==> config.mk <==
export PLATFORM = sky130hd
export DESIGN_NAME = psi_seq_ctrl_flat
export DESIGN_NICKNAME = d
export VERILOG_FILES = /design/src/rtl/psi_seq_ctrl_if.sv /design/src/rtl/psi_seq_ctrl.sv /design/src/flat_wrapper.sv
export SDC_FILE = /design/constraint.sdc
export NUM_CORES = 1
export LEC_CHECK = 0
export CAP_MARGIN = 20
export CORE_ASPECT_RATIO = 0.75
export CORE_MARGIN = 2
export CORE_UTILIZATION = 45
export CTS_BUF_LIST = sky130_fd_sc_hd__clkbuf_8
export DETAILED_ROUTE_END_ITERATION = 10
export PLACE_DENSITY = 0.75
export SLEW_MARGIN = 20
export SYNTH_ARGS = -nofsm -noshare
export SYNTH_HDL_FRONTEND = slang
export SYNTH_SLANG_ARGS = --single-unit
==> constraint.sdc <==
create_clock -name clk -period 3.2 [get_ports clk]
set_input_delay 0.64 -clock clk [delete_from_list [all_inputs] [get_ports clk]]
set_output_delay 0.64 -clock clk [all_outputs]
set_load 0.02 [all_outputs]
==> src/rtl/psi_seq_ctrl_if.sv <==
// Party-input and result streams of the PSI sequencer, grouped so producer and
// consumer hook up through one port.
interface psi_seq_ctrl_if #(
    parameter int B = 10
);
    localparam int CW = $clog2(B + 1);

    logic          in_valid;
    logic          in_ready;
    logic [B-1:0]  in_data;
    logic          out_valid;
    logic          out_ready;
    logic [B-1:0]  out_set;
    logic [CW-1:0] out_card;

    modport master (
        output in_valid, in_data, out_ready,
        input  in_ready, out_valid, out_set, out_card
    );

    modport slave (
        input  in_valid, in_data, out_ready,
        output in_ready, out_valid, out_set, out_card
    );
endinterface

==> src/rtl/psi_seq_ctrl.sv <==
// Sequential PSI controller: folds N serially arriving party bitmaps into a
// running AND and reports the intersection bitmap plus its popcount.
module psi_seq_ctrl #(
    parameter int B = 10,
    parameter int N = 4
) (
    input  logic          clk,
    input  logic          rst_n,
    input  logic          start,
    input  logic          abort,
    output logic          busy,
    psi_seq_ctrl_if.slave bus
);
    localparam int CW    = $clog2(B + 1);
    localparam int CNT_W = $clog2(N);

    localparam logic [1:0] S_IDLE    = 2'd0;
    localparam logic [1:0] S_COLLECT = 2'd1;
    localparam logic [1:0] S_DONE    = 2'd2;

    logic [1:0]       state_reg;
    logic [B-1:0]     acc_reg;
    logic [CNT_W-1:0] cnt_reg;
    logic             in_ready_reg;
    logic             out_valid_reg;
    logic [B-1:0]     out_set_reg;
    logic [CW-1:0]    out_card_reg;
    logic             busy_reg;

    logic [B-1:0]     acc_next;
    logic [CW-1:0]    card_next;
    logic             beat;

    assign beat     = bus.in_valid & in_ready_reg;
    assign acc_next = acc_reg & bus.in_data;

    always_comb begin
        card_next = '0;
        for (int i = 0; i < B; i++) begin
            card_next = card_next + CW'(acc_next[i]);
        end
    end

    // Every beat is folded the same way regardless of acc's value, so the
    // number of cycles to a result never depends on the data.
    always_ff @(posedge clk or negedge rst_n) begin
        if (!rst_n) begin
            state_reg     <= S_IDLE;
            acc_reg       <= '1;
            cnt_reg       <= '0;
            in_ready_reg  <= 1'b0;
            out_valid_reg <= 1'b0;
            out_set_reg   <= '0;
            out_card_reg  <= '0;
            busy_reg      <= 1'b0;
        end else if (abort) begin
            state_reg     <= S_IDLE;
            acc_reg       <= '1;
            cnt_reg       <= '0;
            in_ready_reg  <= 1'b0;
            out_valid_reg <= 1'b0;
            busy_reg      <= 1'b0;
        end else begin
            case (state_reg)
                S_IDLE: begin
                    if (start) begin
                        state_reg    <= S_COLLECT;
                        acc_reg      <= '1;
                        cnt_reg      <= '0;
                        in_ready_reg <= 1'b1;
                        busy_reg     <= 1'b1;
                    end
                end
                S_COLLECT: begin
                    if (beat) begin
                        acc_reg <= acc_next;
                        if (cnt_reg == CNT_W'(N - 1)) begin
                            cnt_reg       <= '0;
                            out_set_reg   <= acc_next;
                            out_card_reg  <= card_next;
                            out_valid_reg <= 1'b1;
                            in_ready_reg  <= 1'b0;
                            state_reg     <= S_DONE;
                        end else begin
                            cnt_reg <= cnt_reg + CNT_W'(1);
                        end
                    end
                end
                S_DONE: begin
                    // start is deliberately not looked at here, even on the handshake cycle
                    if (out_valid_reg && bus.out_ready) begin
                        out_valid_reg <= 1'b0;
                        state_reg     <= S_IDLE;
                        busy_reg      <= 1'b0;
                    end
                end
                default: begin
                    state_reg     <= S_IDLE;
                    in_ready_reg  <= 1'b0;
                    out_valid_reg <= 1'b0;
                    busy_reg      <= 1'b0;
                end
            endcase
        end
    end

    assign bus.in_ready  = in_ready_reg;
    assign bus.out_valid = out_valid_reg;
    assign bus.out_set   = out_set_reg;
    assign bus.out_card  = out_card_reg;
    assign busy          = busy_reg;
endmodule

==> src/flat_wrapper.sv <==
// flat-port wrapper written by rule: the top's interface ports become plain ports
module psi_seq_ctrl_flat 
#(
    parameter int B = 10,
    parameter int N = 4
)
  (clk, rst_n, start, abort, busy, bus_in_valid, bus_in_data, bus_out_ready, bus_in_ready, bus_out_valid, bus_out_set, bus_out_card);
  psi_seq_ctrl_if #(.B(B)) bus_i ();
  input  logic clk;
  input  logic rst_n;
  input  logic start;
  input  logic abort;
  output logic busy;
  input wire logic [$bits(bus_i.in_valid)-1:0] bus_in_valid;
  input wire logic [$bits(bus_i.in_data)-1:0] bus_in_data;
  input wire logic [$bits(bus_i.out_ready)-1:0] bus_out_ready;
  output wire logic [$bits(bus_i.in_ready)-1:0] bus_in_ready;
  output wire logic [$bits(bus_i.out_valid)-1:0] bus_out_valid;
  output wire logic [$bits(bus_i.out_set)-1:0] bus_out_set;
  output wire logic [$bits(bus_i.out_card)-1:0] bus_out_card;
  assign bus_i.in_valid = bus_in_valid;
  assign bus_i.in_data = bus_in_data;
  assign bus_i.out_ready = bus_out_ready;
  assign bus_in_ready = bus_i.in_ready;
  assign bus_out_valid = bus_i.out_valid;
  assign bus_out_set = bus_i.out_set;
  assign bus_out_card = bus_i.out_card;
  psi_seq_ctrl #(.B(B), .N(N)) u_core (.clk(clk), .rst_n(rst_n), .start(start), .abort(abort), .busy(busy), .bus(bus_i));
endmodule
After elaboration in Yosys (flattened, before gate mapping)
Cells that the tools add are included.
{"block": "classes", "add_sub_neg": 10, "n_eq_ne": 10, "mux": 27, "bitwise": 3, "n_reduce_logical": 9}
{"cell": "adder 4 x 1 -> 4 bit", "count": 8}
{"cell": "2-to-1 mux 10 bit", "count": 3}
{"cell": "case mux 10 bit (2 select lines)", "count": 1}
{"cell": "2-to-1 mux 2 bit", "count": 9}
{"cell": "AND reduction 4 bit", "count": 4}
{"cell": "bitwise AND 10 bit", "count": 1}
{"cell": "2-to-1 mux 1 bit", "count": 9}
{"cell": "inequality test 3 x 2 -> 1 bit, second input constant", "count": 3}
{"cell": "case mux 1 bit (3 select lines)", "count": 3}
{"cell": "inequality test 2 bit, second input constant", "count": 3}
{"cell": "case mux 2 bit (3 select lines)", "count": 1}
{"cell": "AND reduction 3 bit", "count": 2}
{"cell": "equality test 2 bit, second input constant", "count": 2}
{"cell": "case mux 2 bit (2 select lines)", "count": 1}
{"cell": "inequality test 3 bit, second input constant", "count": 1}
{"cell": "nonzero test 3 bit", "count": 1}
{"cell": "adder 1 x 1 -> 2 bit", "count": 1}
{"cell": "adder 2 x 1 -> 2 bit, second input constant", "count": 1}
{"cell": "equality test 2 x 1 -> 1 bit, second input constant", "count": 1}
{"cell": "zero test 2 bit", "count": 1}
{"cell": "bitwise AND 1 bit", "count": 1}
{"cell": "logical AND 1 bit", "count": 1}
{"cell": "NOT 1 bit", "count": 1}
{"block": "word_totals", "ff_bits": 31, "inputBits": 16, "out_inout_bits": 17, "elab_cells": 67}

Logic depth before layout (Yosys ltp)
Gate-level depths: netlist of the first run.
{"block": "logic_depth", "depth_word": 10, "ltp_mapped": 12, "ltp_nobuf": 12}

Least setup slack after synthesis of the first run
OpenSTA, ideal clock, no wires.
{"block": "synth_timing", "path_kind": "input to register", "start": "input bus_in_data[1]", "end": "register u_core.out_card_reg[2], in the netlist u_core.bus.out_card[2]", "setup_ns": 0.125, "arrival_ns": 3.482, "required_time_ns": 3.075, "path_slack_ns": -0.407, "path_stages": 12, "n_path_buf": 0, "path_cell_list": "and2_1 ha_1 inv_1 fa_1 fa_1 fa_1 inv_1 fa_1 inv_1 fa_1 xor2_1 mux2_2"}
{"block": "synth_between", "elab_chain_cells": 10}
{"element": "start: declaration", "line": "flat_wrapper.sv:15", "text": "input wire logic [$bits(bus_i.in_data)-1:0] bus_in_data;"}
{"element": "bitwise AND 10 bit", "line": "psi_seq_ctrl.sv:35", "text": "assign acc_next = acc_reg & bus.in_data;"}
{"element": "adder 1 x 1 -> 2 bit", "line": "psi_seq_ctrl.sv:40", "text": "card_next = card_next + CW'(acc_next[i]);"}
{"element": "adder 4 x 1 -> 4 bit (8 in a row)", "line": "psi_seq_ctrl.sv:40"}
{"element": "end signal: assignment", "line": "psi_seq_ctrl.sv:80", "text": "out_card_reg <= card_next;"}
{"element": "end: declaration", "line": "psi_seq_ctrl.sv:27", "text": "logic [CW-1:0] out_card_reg;"}
No other way between the ends.
A chain may end at the register's enable or synchronous reset.

Worst setup path in the final report of the first run
{"block": "layout_timing", "start": "input bus_in_data[0]", "end": "register u_core.out_card_reg[2], in the netlist u_core.bus.out_card[2]"}
{"block": "layout_between", "elab_chain_cells": 10}
{"element": "bitwise AND 10 bit", "line": "psi_seq_ctrl.sv:35"}
{"element": "named net u_core.acc_next[0]", "line": "psi_seq_ctrl.sv:30", "text": "logic [B-1:0] acc_next;"}
{"element": "adder 1 x 1 -> 2 bit", "line": "psi_seq_ctrl.sv:40"}
{"element": "adder 4 x 1 -> 4 bit (8 in a row)", "line": "psi_seq_ctrl.sv:40"}
The timed path passes the listed nets, and every way through them passes these cells.

==> results.md, run 1 <==
* R2r startpoint: u_core.acc_reg[1]
* Slowest CP cell: fa_1
* Global-route wire length before repair at 4990 um
* Area grow syn2layout at 32.6%
* Synth Net Count at 165
* CP Max Fanout at 2
* PD cells at 413 nW/um2
* Sink Count at 31
* Initial drt markers at 88
* CP required at 3360 ps
* H-tree depth at 2
* Max-Cap Viols at 0
* Vias in the first global route at 1125
* Hold Crit Class: reg2reg
* Worst path bufs/invs at 4
* Static Leakage at 0.955 nW
* Worst setup EP type: flip-flop
* Violated checks: negative setup slack
* Via density at 5.03
* Die width at 72.2 um
* Flop pwr share at 47.2%
* R2R Setup Slk at -240 ps
* Int Power at 0.000630 W
* Largest net degree at the start of global routing at 32
* Startpoint Class: input pin
* Number of synthesized register bits at 31
* RR Endpoint: u_core.bus.out_card[2]
* Total CTS buffers at 5
* Hold Path Depth at 2
* Routed Antenna Nets at 0
* Sw Pwr at 0.000230 W
* Synth area leaders: dfrtp_1 33%, dfstp_2 17%, fa_1 7.7%
* GRT overflow at 0
* Routed WL at 2960 um
* Die Footprint at 3980 um2
* Reg clk slew, reported paths at 60 ps
* Worst slew pin tran at 394 ps
* Top delay family on crit path: adder cells
* Slew Limit Headroom at 73.7%
* Clk network pwr share at 32.6%
* Max stage delay on crit path at 510 ps
* Average wire per standard cell at 13.5 um
* Hold_buf cts at 0
* IO Port Bufs at 32
* Average size of a mapped cell at 11.5 um2
* Ratio of cells with drive above 1 in the final layout at 26.7%
* Min Tclk post-route at 3450 ps
* Sequential share of the synthesized area at 50.2%
* Gpl congestion at 0.714
* Via count at 1107
* Top cell type's share of synthesized area at 33.5%
* RSZ-0062 raised after global routing: true
* DRC viols at 0
* Placed insts at 211
* Hold path endpoint: u_core.acc_reg[8]
* HPWL after detailed placement at 2190 um
* VDD IR max at 0.246 mV
* Clk_skew at 4.86 ps
* Mapped Area at 1570 um2
* Synth unique cells at 28
* Post-Syn Instances at 137
* Finished Layout Cells at 220
* Final setup viols at 3
* Pwr Total at 0.000860 W
* Synth warn at 0
* Ports at 33
* Area leader, netlist: dfrtp_1
* Final hold vios at 0
* TritonCTS clock tree: built
* Final setup margin at -246 ps
* R2R cell count at 12
* Initial antenna violation count at 0
* Die height at 55.1 um
* Dpl ws at -970 ps
* Max clock buf depth at 2
* Starting Density at 47.4%
* Sw Ratio at 26.7%
* Core area at 3310 um2
* GR Util All Layers at 17.1%
* Fin util at 62.8%
* Combinational share of power at 20.3%
* Critical Path AT at 3610 ps
* Final nets at 207
* Clock Tree Root: clkbuf_8
* Hold path start: u_core.acc_reg[8]
* Row count at 18
* Setup CP Type: in2reg
* Antenna fix cells at 0
* Run status: finished, violations left
* Clk Latency, worst-skew pair at 270 ps
* CP Cell Sequence: buf_6 -> and2_4 -> ha_4 -> inv_2 -> fa_1 -> fa_1 -> fa_1 -> inv_2 -> fa_2 -> inv_2 -> fa_2 -> xor2_1 -> mux2_4
* Fmax at 290 MHz
* DRT Pass-1 Iters at 4
* Max-slew violations at 0
* Final Cycle Share at 108%
==> how the worst max path moves through the flow <==
stage,from,to,cells after the start
6_report,bus_in_data[0],u_core.bus.out_card[2],13
5_1_grt,u_core.acc_reg[1],u_core.bus.out_card[2],12
4_1_cts,u_core.acc_reg[1],u_core.bus.out_card[2],12
3_5_place_dp,bus_in_data[1],u_core.bus.out_card[2],13
3_3_place_gp,bus_in_data[1],u_core.bus.out_card[2],13
2_1_floorplan,bus_in_data[1],u_core.bus.out_card[2],12
==> metal layers <==
layer	wire length, um	vias up	GRT usage [%]	share of wire, %
met5	0	-	0	0
met2	1400	31	29.8	47
li1	-	534	-	-
met3	172	5	4.71	5.8
met4	25	0	5.66	0.84
met1	1360	537	21.1	46
==> cells in the final DEF (no fill, tap or decap) <==
master            n
clkdlybuf4s50_1  28
dfrtp_1          21
nand2_1          18
inv_1            16
o21ai_0          12
dfstp_2          10
mux2i_1           7
buf_4             7
a21oi_1           6
mux2_4            5
ha_1              5
clkbuf_8          5
fa_1              4
inv_2             3
and2_1            2
and2_4            2
nand2_2           2
nor3b_1           2
a31o_2            2
mux2_2            2
fa_2              2
buf_6             2
dlygate4sd2_1     2
nand4b_4          1
nor3_4            1
and2b_1           1
nor2_1            1
or2_2             1
nand2b_1          1
a31oi_1           1
a21oi_2           1
o21bai_1          1
xor2_1            1
nand3_1           1
nor3_1            1
nor4_1            1
ha_4              1
clkinv_2          1
==> worst reg2reg max path: stages, from the launching register on <==
cell	delay [ps]
dfstp_2	530
and2_4	150
ha_4	200
inv_2	50
fa_1	410
fa_1	510
fa_1	430
inv_2	70
fa_2	200
inv_2	40
fa_2	330
xor2_1	150
mux2_4	260
==> logic make-up (layout without fill, tap and decap cells) <==
kind of cell,after synthesis,after routing,synth area share (%)
AOI/OAI and AO/OA,23,23,8.05
xor gates and xnor gates,1,1,0.558
adders and majority gates,12,12,12.4
buffers and inverters,21,64,6.06
DFF,31,31,50.2
muxes,14,14,10.2
and+or+nand+nor,35,35,12.4
==> per-stage QoR <==
step           setup TNS, ps  hold WS (ps)  cell area, um2
3_5_place_dp           -3120           470            1980
5_1_grt                 -914           505            2080
6_report                -669           480            2080
3_3_place_gp           -2880           467            1980
4_1_cts                -1030           483            2070
2_1_floorplan           -945           344            1590
==> cell usage after synthesis (all sizes together) <==
library cell and count:
a21oi 7, a31o 2, a31oi 1, and2 4
and2b 1, buf 1, clkbuf 3, dfrtp 21
dfstp 10, fa 6, ha 6, inv 17
mux2 7, mux2i 7, nand2 20, nand2b 1
nand3 1, nand4b 1, nor2 1, nor3 2
nor3b 2, nor4 1, o21ai 12, o21bai 1
or2 1, xor2 1
==> cell type report <==
type,instances,area [um2]
inverters,17,63.8
flip-flops and latches,31,788
clock inverters,3,12.5
repair buffers,39,373
clock buffers,5,68.8
multi-input cells,85,724
fillers,263,1230
well taps,40,50.0
==> power groups by stage <==
stage          Combinational [W]  Sequential, W  Clock [W]
4_1_cts                 0.000176       0.000405   0.000289
2_1_floorplan          0.0000960       0.000414          0
3_3_place_gp            0.000151       0.000411          0
5_1_grt                 0.000197       0.000406   0.000305
6_report                0.000174       0.000405   0.000280
3_5_place_dp            0.000160       0.000412          0
==> what timing repair did <==
action                     in CTS  in global routing
setup endpoints to repair       4                  4
pin swaps                       9                  6
gates resized for setup        16                  1
setup buffers                   1                  0
gates cloned                    0                  0
(Power assumes the default switching activity.)
==> run 2: changes to the inputs <==
CORE_ASPECT_RATIO = default   (was 0.75)
==> run 2 against run 1 <==
Effect of this change: maximum frequency up 0.77%; sequential power about the same; routed wire length up 7.7%; setup slack better by 26 ps; non-clock buffer count up 1; die area down 0.11%; sequential cell count unchanged; global-route usage up 2.4 points; register-to-register slack better by 30 ps; power down 0.39%; the run still ends with negative setup slack left.
==> results.md, run 2 (synthesis gave the netlist of run 1 again) <==
* Run status: finished, violations left (unchanged)
* Violated checks: negative setup slack (unchanged)
* Vias in the first global route at 1269 (was 1125)
* Setup TNS at -531 ps (was -669 ps)
* Routed Antenna Nets at 0 (unchanged)
* CP Cell Sequence: buf_2 -> and2_4 -> ha_4 -> inv_2 -> fa_1 -> fa_1 -> fa_1 -> inv_2 -> fa_2 -> inv_2 -> fa_2 -> xor2_1 -> mux2_4 (was buf_6 -> and2_4 -> ha_4 -> inv_2 -> fa_1 -> fa_1 -> fa_1 -> inv_2 -> fa_2 -> inv_2 -> fa_2 -> xor2_1 -> mux2_4)
* Largest net degree at the start of global routing at 32 (unchanged)
* Slew Limit Headroom at 59.0% (was 73.7%)
* Core area at 3340 um2 (was 3310 um2)
* Average wire per standard cell at 14.1 um (was 13.5 um)
* Clock Tree Root: clkbuf_8 (unchanged)
* Worst path bufs/invs at 4 (unchanged)
* Ports at 33 (unchanged)
* Sink Count at 31 (unchanged)
* DRC viols at 0 (unchanged)
* Static Leakage at 0.963 nW (was 0.955 nW)
* Fmax at 292 MHz (was 290 MHz)
* Int Power at 0.000623 W (was 0.000630 W)
* Starting Density at 47.0% (was 47.4%)
* Worst setup EP type: flip-flop (unchanged)
* Hold Path Depth at 2 (unchanged)
* Commonest non-fill, non-tap cell in the layout: clkdlybuf4s50_1 (unchanged)
* Die height at 63.1 um (was 55.1 um)
* Worst slew pin tran at 613 ps (was 394 ps)
* Max-slew violations at 0 (unchanged)
* Flop pwr share at 47.4% (was 47.2%)
* Initial drt markers at 40 (was 88)
* Sw Pwr at 0.000233 W (was 0.000230 W)
* Initial antenna violation count at 0 (unchanged)
* PD cells at 411 nW/um2 (was 413 nW/um2)
* Max clock buf depth at 2 (unchanged)
* GRT overflow at 0 (unchanged)
* Pwr Total at 0.000857 W (was 0.000860 W)
* Die width at 63.1 um (was 72.2 um)
* Via density at 4.96 (was 5.03)
* Die Footprint at 3980 um2 (about the same)
* HPWL after detailed placement at 2360 um (was 2190 um)
* Area grow syn2layout at 32.8% (was 32.6%)
* Hold Crit Class: reg2reg (unchanged)
* Slowest CP cell: fa_1 (unchanged)
* IO Port Bufs at 32 (unchanged)
* Gpl congestion at 0.732 (was 0.714)
* Max-Cap Viols at 0 (unchanged)
* Clk_skew at 6.74 ps (was 4.86 ps)
* Levels on crit path at 13 (unchanged)
* Row count at 21 (was 18)
* Ratio of cells with drive above 1 in the final layout at 26.5% (was 26.7%)
* Via count at 1125 (was 1107)
* Final hold vios at 0 (unchanged)
* Commonest non-fill, non-tap cells in the layout: 28 x clkdlybuf4s50_1, 21 x dfrtp_1, 18 x nand2_1, 16 x inv_1, 12 x o21ai_0 (unchanged)
* Critical Path AT at 3590 ps (was 3610 ps)
* Startpoint Class: input pin (unchanged)
* Clk Latency, worst-skew pair at 290 ps (was 270 ps)
* CP required at 3370 ps (was 3360 ps)
* Routed WL at 3190 um (was 2960 um)
* # fillers at 293 (was 263)
* Clk network pwr share at 33.8% (was 32.6%)
* Max stage delay on crit path at 510 ps (about the same)
* Final setup viols at 3 (unchanged)
* Setup CP Type: in2reg (unchanged)
* Min Tclk post-route at 3420 ps (was 3450 ps)
* H-tree depth at 2 (unchanged)
* VDD IR max at 0.277 mV (was 0.246 mV)
* Final setup margin at -219 ps (was -246 ps)
* TritonCTS clock tree: built (unchanged)
* GR Util All Layers at 19.5% (was 17.1%)
* Global-route wire length before repair at 5710 um (was 4990 um)
* R2R cell count at 12 (unchanged)
* Final Cycle Share at 107% (was 108%)
* DRT Pass-1 Iters at 4 (unchanged)
* Total CTS buffers at 5 (unchanged)
* Top delay family on crit path: adder cells (unchanged)
* RSZ-0062 raised after global routing: true (unchanged)
* Sw Ratio at 27.2% (was 26.7%)
* Combinational share of power at 18.9% (was 20.3%)
* CP Max Fanout at 2 (unchanged)
* Reg clk slew, reported paths at 60 ps (about the same)
* Antenna fix cells at 0 (unchanged)
* Final nets at 208 (was 207)
[run 2: power by group through the flow]
stage	clock network, W	registers (W)	logic (W)
3_5_place_dp	0	0.000412	0.000162
3_3_place_gp	0	0.000411	0.000152
6_report	0.000289	0.000406	0.000161
2_1_floorplan	0	0.000414	0.0000960
5_1_grt	0.000321	0.000406	0.000190
4_1_cts	0.000304	0.000406	0.000167
[run 2: path summary, 6_finish.rpt]
kind | startpoint | end | slack, ps
min | u_core.acc_reg[3] | u_core.acc_reg[3] | 480
min in group asynchronous | rst_n | u_core.state_reg[0] | 740
max in group asynchronous | rst_n | u_core.acc_reg[8] | 2130
min reg2reg | u_core.acc_reg[3] | u_core.acc_reg[3] | 480
max reg2reg | u_core.acc_reg[1] | u_core.bus.out_card[2] | -210
max | bus_in_data[0] | u_core.bus.out_card[2] | -220
[run 2: final cells by class]
cell class / count / area, um2 / area share [%]
clock inverter: 3 / 12.5 / 0.601
inverter: 17 / 63.8 / 3.06
multi-input combinational: 85 / 721 / 34.6
timing repair buffer: 40 / 372 / 17.8
clock buffer: 5 / 68.8 / 3.30
sequential: 31 / 788 / 37.8
tap: 46 / 57.6 / 2.76
[run 2: tightest hold or removal path: cells and delay by family, from the launching register on]
kind	cells	cell delay, ps
AO/OA/AOI/OAI	1	60
AND/OR/NAND/NOR	1	50
flip-flops	1	370
[run 2: through the flow]
stage / hold WS [ps] / cells / cell area, um2 / utilization, % / worst slack, ps
2_1_floorplan: 344 / 137 / 1590 / - / -401
3_3_place_gp: 465 / 218 / 1990 / 59.7 / -874
3_5_place_dp: 470 / 218 / 1990 / 59.7 / -953
4_1_cts: 482 / 226 / 2070 / 62.1 / -346
5_1_grt: 526 / 227 / 2080 / 62.4 / -341
6_report: 478 / 227 / 2080 / 62.4 / -219
[run 2: timing repair]
| item | in CTS | in global routing |
|---|---|---|
| setup endpoints to repair | 4 | 4 |
| buffers inserted | 0 | 1 |
| hold buffers | 0 | 0 |
| pin swaps | 10 | 7 |
| cloned | 0 | 0 |
| gates resized for setup | 14 | 1 |
[run 2: per-layer routing]
metal	global-route usage, %	routed length (um)
met4	12.8	105
met5	0	0
met2	32.6	1600
met1	20.3	1260
met3	7.68	225
==> run 3: changes to the inputs <==
PLACE_DENSITY = 0.72   (was 0.75)
clock period = 3.93 ns   (was 3.2 ns; I/O delays follow)
==> run 3 against run 2 <==
Effect of this change: the flow now finishes without violations; final cell count fell by 2.2%; clock power rose by 11%; non-clock buffer count decreased by 5; via count decreased by 0.71%; routed wire length shrank 5.5%; utilization down 0.60 points; die area did not move; sequential share of layout area increased by 0.37 points; first-iteration DRC count is 33% higher; critical path type unchanged; largest power group unchanged.
==> results.md, run 3 (synthesis gave the netlist of run 1 again) <==
* Run status: finished, final reports clean (was finished, violations left)
* IO Port Bufs at 32 (unchanged)
* CP Max Fanout at 2 (unchanged)
* Reg clk slew, reported paths at 70 ps (was 60 ps)
* Routed Antenna Nets at 0 (unchanged)
* Gpl congestion at 0.701 (was 0.732)
* Vias in the first global route at 1176 (was 1269)
* Area grow syn2layout at 31.5% (was 32.8%)
* Global-route wire length before repair at 5440 um (was 5710 um)
* # fillers at 285 (was 293)
* Finished Layout Cells at 222 (was 227)
* Via density at 5.03 (was 4.96)
* Setup crit start: bus_in_data[1] (was bus_in_data[0])
* Via count at 1117 (was 1125)
* Row count at 21 (unchanged)
* Multi-input gate area at 696 um2 (was 721 um2)
* R2r startpoint: u_core.acc_reg[0] (was u_core.acc_reg[1])
* Static Leakage at 0.939 nW (was 0.963 nW)
* RSZ-0062 raised after global routing: false (was true)
* Pwr Total at 0.000777 W (was 0.000857 W)
* Die height at 63.1 um (unchanged)
* GR Util All Layers at 17.9% (was 19.5%)
* Placed insts at 214 (was 218)
* Worst path bufs/invs at 4 (unchanged)
* Initial drt markers at 53 (was 40)
* Register area at 788 um2 (unchanged)
* Final setup viols at 0 (was 3)
* Min Tclk post-route at 3810 ps
* Clk Latency, worst-skew pair at 280 ps (was 290 ps)
* Antenna fix cells at 0 (unchanged)
* PD cells at 377 nW/um2 (was 411 nW/um2)
* TritonCTS clock tree: built (unchanged)
* HPWL after detailed placement at 2180 um (was 2360 um)
* Final Cycle Share at 96.9%
* Commonest non-fill, non-tap cell in the layout: clkdlybuf4s50_1 (unchanged)
* Worst slew pin tran at 871 ps (was 613 ps)
* Fmax at 263 MHz
* Max-slew violations at 0 (unchanged)
* Setup CP Type: in2reg (unchanged)
* Worst hold margin at 483 ps (was 478 ps)
* Final nets at 203 (was 208)
* Die width at 63.1 um (unchanged)
* Hold Crit Class: reg2reg (unchanged)
* DRC viols at 0 (unchanged)
* Fin util at 61.8% (was 62.4%)
* Max clock buf depth at 2 (unchanged)
* Slew Limit Headroom at 41.7% (was 59.0%)
* Hold path start: u_core.acc_reg[3] (unchanged)
* Ports at 33 (unchanged)
* H-tree depth at 2 (unchanged)
* GRT overflow at 0 (unchanged)
* Total CTS buffers at 5 (unchanged)
* Startpoint Class: input pin (unchanged)
* Commonest non-fill, non-tap cells in the layout: 30 x clkdlybuf4s50_1, 21 x dfrtp_1, 20 x nand2_1, 14 x inv_1, 12 x o21ai_0 (was 28 x clkdlybuf4s50_1, 21 x dfrtp_1, 18 x nand2_1, 16 x inv_1, 12 x o21ai_0)
* Routed WL at 3020 um (was 3190 um)
* CP Cell Sequence: dlygate4sd2_1 -> and2_4 -> ha_1 -> inv_2 -> fa_1 -> fa_1 -> fa_1 -> inv_2 -> fa_2 -> inv_2 -> fa_2 -> xor2_1 -> mux2_2 (was buf_2 -> and2_4 -> ha_4 -> inv_2 -> fa_1 -> fa_1 -> fa_1 -> inv_2 -> fa_2 -> inv_2 -> fa_2 -> xor2_1 -> mux2_4)
* Average wire per standard cell at 13.6 um (was 14.1 um)
* Ratio of cells with drive above 1 in the final layout at 22.7% (was 26.5%)
* VDD IR max at 0.236 mV (was 0.277 mV)
* Clk_skew at 7.24 ps (was 6.74 ps)
* Worst setup EP type: flip-flop (unchanged)
* Final hold vios at 0 (unchanged)
* Starting Density at 47.0% (unchanged)
* Core area at 3340 um2 (unchanged)
* Clock Tree Root: clkbuf_8 (unchanged)
* Slowest CP cell: fa_1 (unchanged)
* Setup Buffers After CTS at 0 (unchanged)
* Largest net degree at the start of global routing at 32 (unchanged)
* DRT Pass-1 Iters at 4 (unchanged)
* Hold_buf cts at 0 (unchanged)
* Top delay family on crit path: adder cells (unchanged)
* Sink Count at 31 (unchanged)
* Max stage delay on crit path at 520 ps (was 510 ps)
* Critical Path AT at 3970 ps (was 3590 ps)
* Initial antenna violation count at 0 (unchanged)
* CP required at 4100 ps (was 3370 ps)
* Max-Cap Viols at 0 (unchanged)
* Die Footprint at 3980 um2 (unchanged)
run 3: changes by cell type in the layout (fill, tap and decap cells not counted), sizes merged:
cell / delta
dlygate4sd2: +1
buf: -7
clkdlybuf4s50: +2
dlymetal6s2s: -1
inv: -2
clkbuf: +1
bufinv: +1
run 3: timing repair:
action / 4_1_cts / 5_1_grt
pin swaps: 4 / 2
gates resized for setup: 9 / 0
setup endpoints to repair: 2 / 2
run 3: worst paths after layout:
check,slack [ps],depth (start not counted),end
worst max-delay path,120,13,u_core.bus.out_card[2]
worst min-delay path,480,2,u_core.acc_reg[3]
worst max register to register,420,12,u_core.bus.out_card[2]
worst min register to register,480,2,u_core.acc_reg[3]
max in group asynchronous,2710,2,u_core.acc_reg[2]
min in group asynchronous,890,2,u_core.bus.out_set[3]
run 3: worst reg2reg max path: stages, from the launching register on:
cell and delay (ps):
dfstp_2 530, and2_4 140, ha_1 230, inv_2 60, fa_1 420, fa_1 520, fa_1 430, inv_2 70
fa_2 210, inv_2 40, fa_2 320, xor2_1 160, mux2_2 250
run 3: routing by layer:
metal | vias up | global-route usage [%] | part of all wire (%)
li1 | 523 | - | -
met1 | 557 | 22.5 | 44
met2 | 29 | 28.5 | 49
met3 | 8 | 5.89 | 4.9
met4 | 0 | 6.94 | 2.2
met5 | - | 0 | 0
run 3: cell type report:
| type | count | share of cell area, % |
|---|---|---|
| clock buffer | 6 | 4.00 |
| clock inverter | 2 | 1.70 |
| inverter | 17 | 3.09 |
| multi-input combinational | 85 | 33.7 |
| sequential | 31 | 38.2 |
| tap | 46 | 2.79 |
| timing repair buffer | 35 | 16.5 |
run 3: through the flow:
stage	area, um2	setup TNS (ps)	setup WS [ps]
after floorplan	1570	0	177
after global placement	1940	-716	-303
after detailed placement	1940	-1100	-406
after CTS	2060	0	50.7
after global routing	2060	0	15.8
final	2060	0	122
run 3: report_power, final:
part           internal (W)  leakage [nW]  switching, W
registers          0.000325         0.358    0.00000532
clock network      0.000205        0.0612      0.000116
logic             0.0000605         0.520     0.0000659
total              0.000590         0.939      0.000187
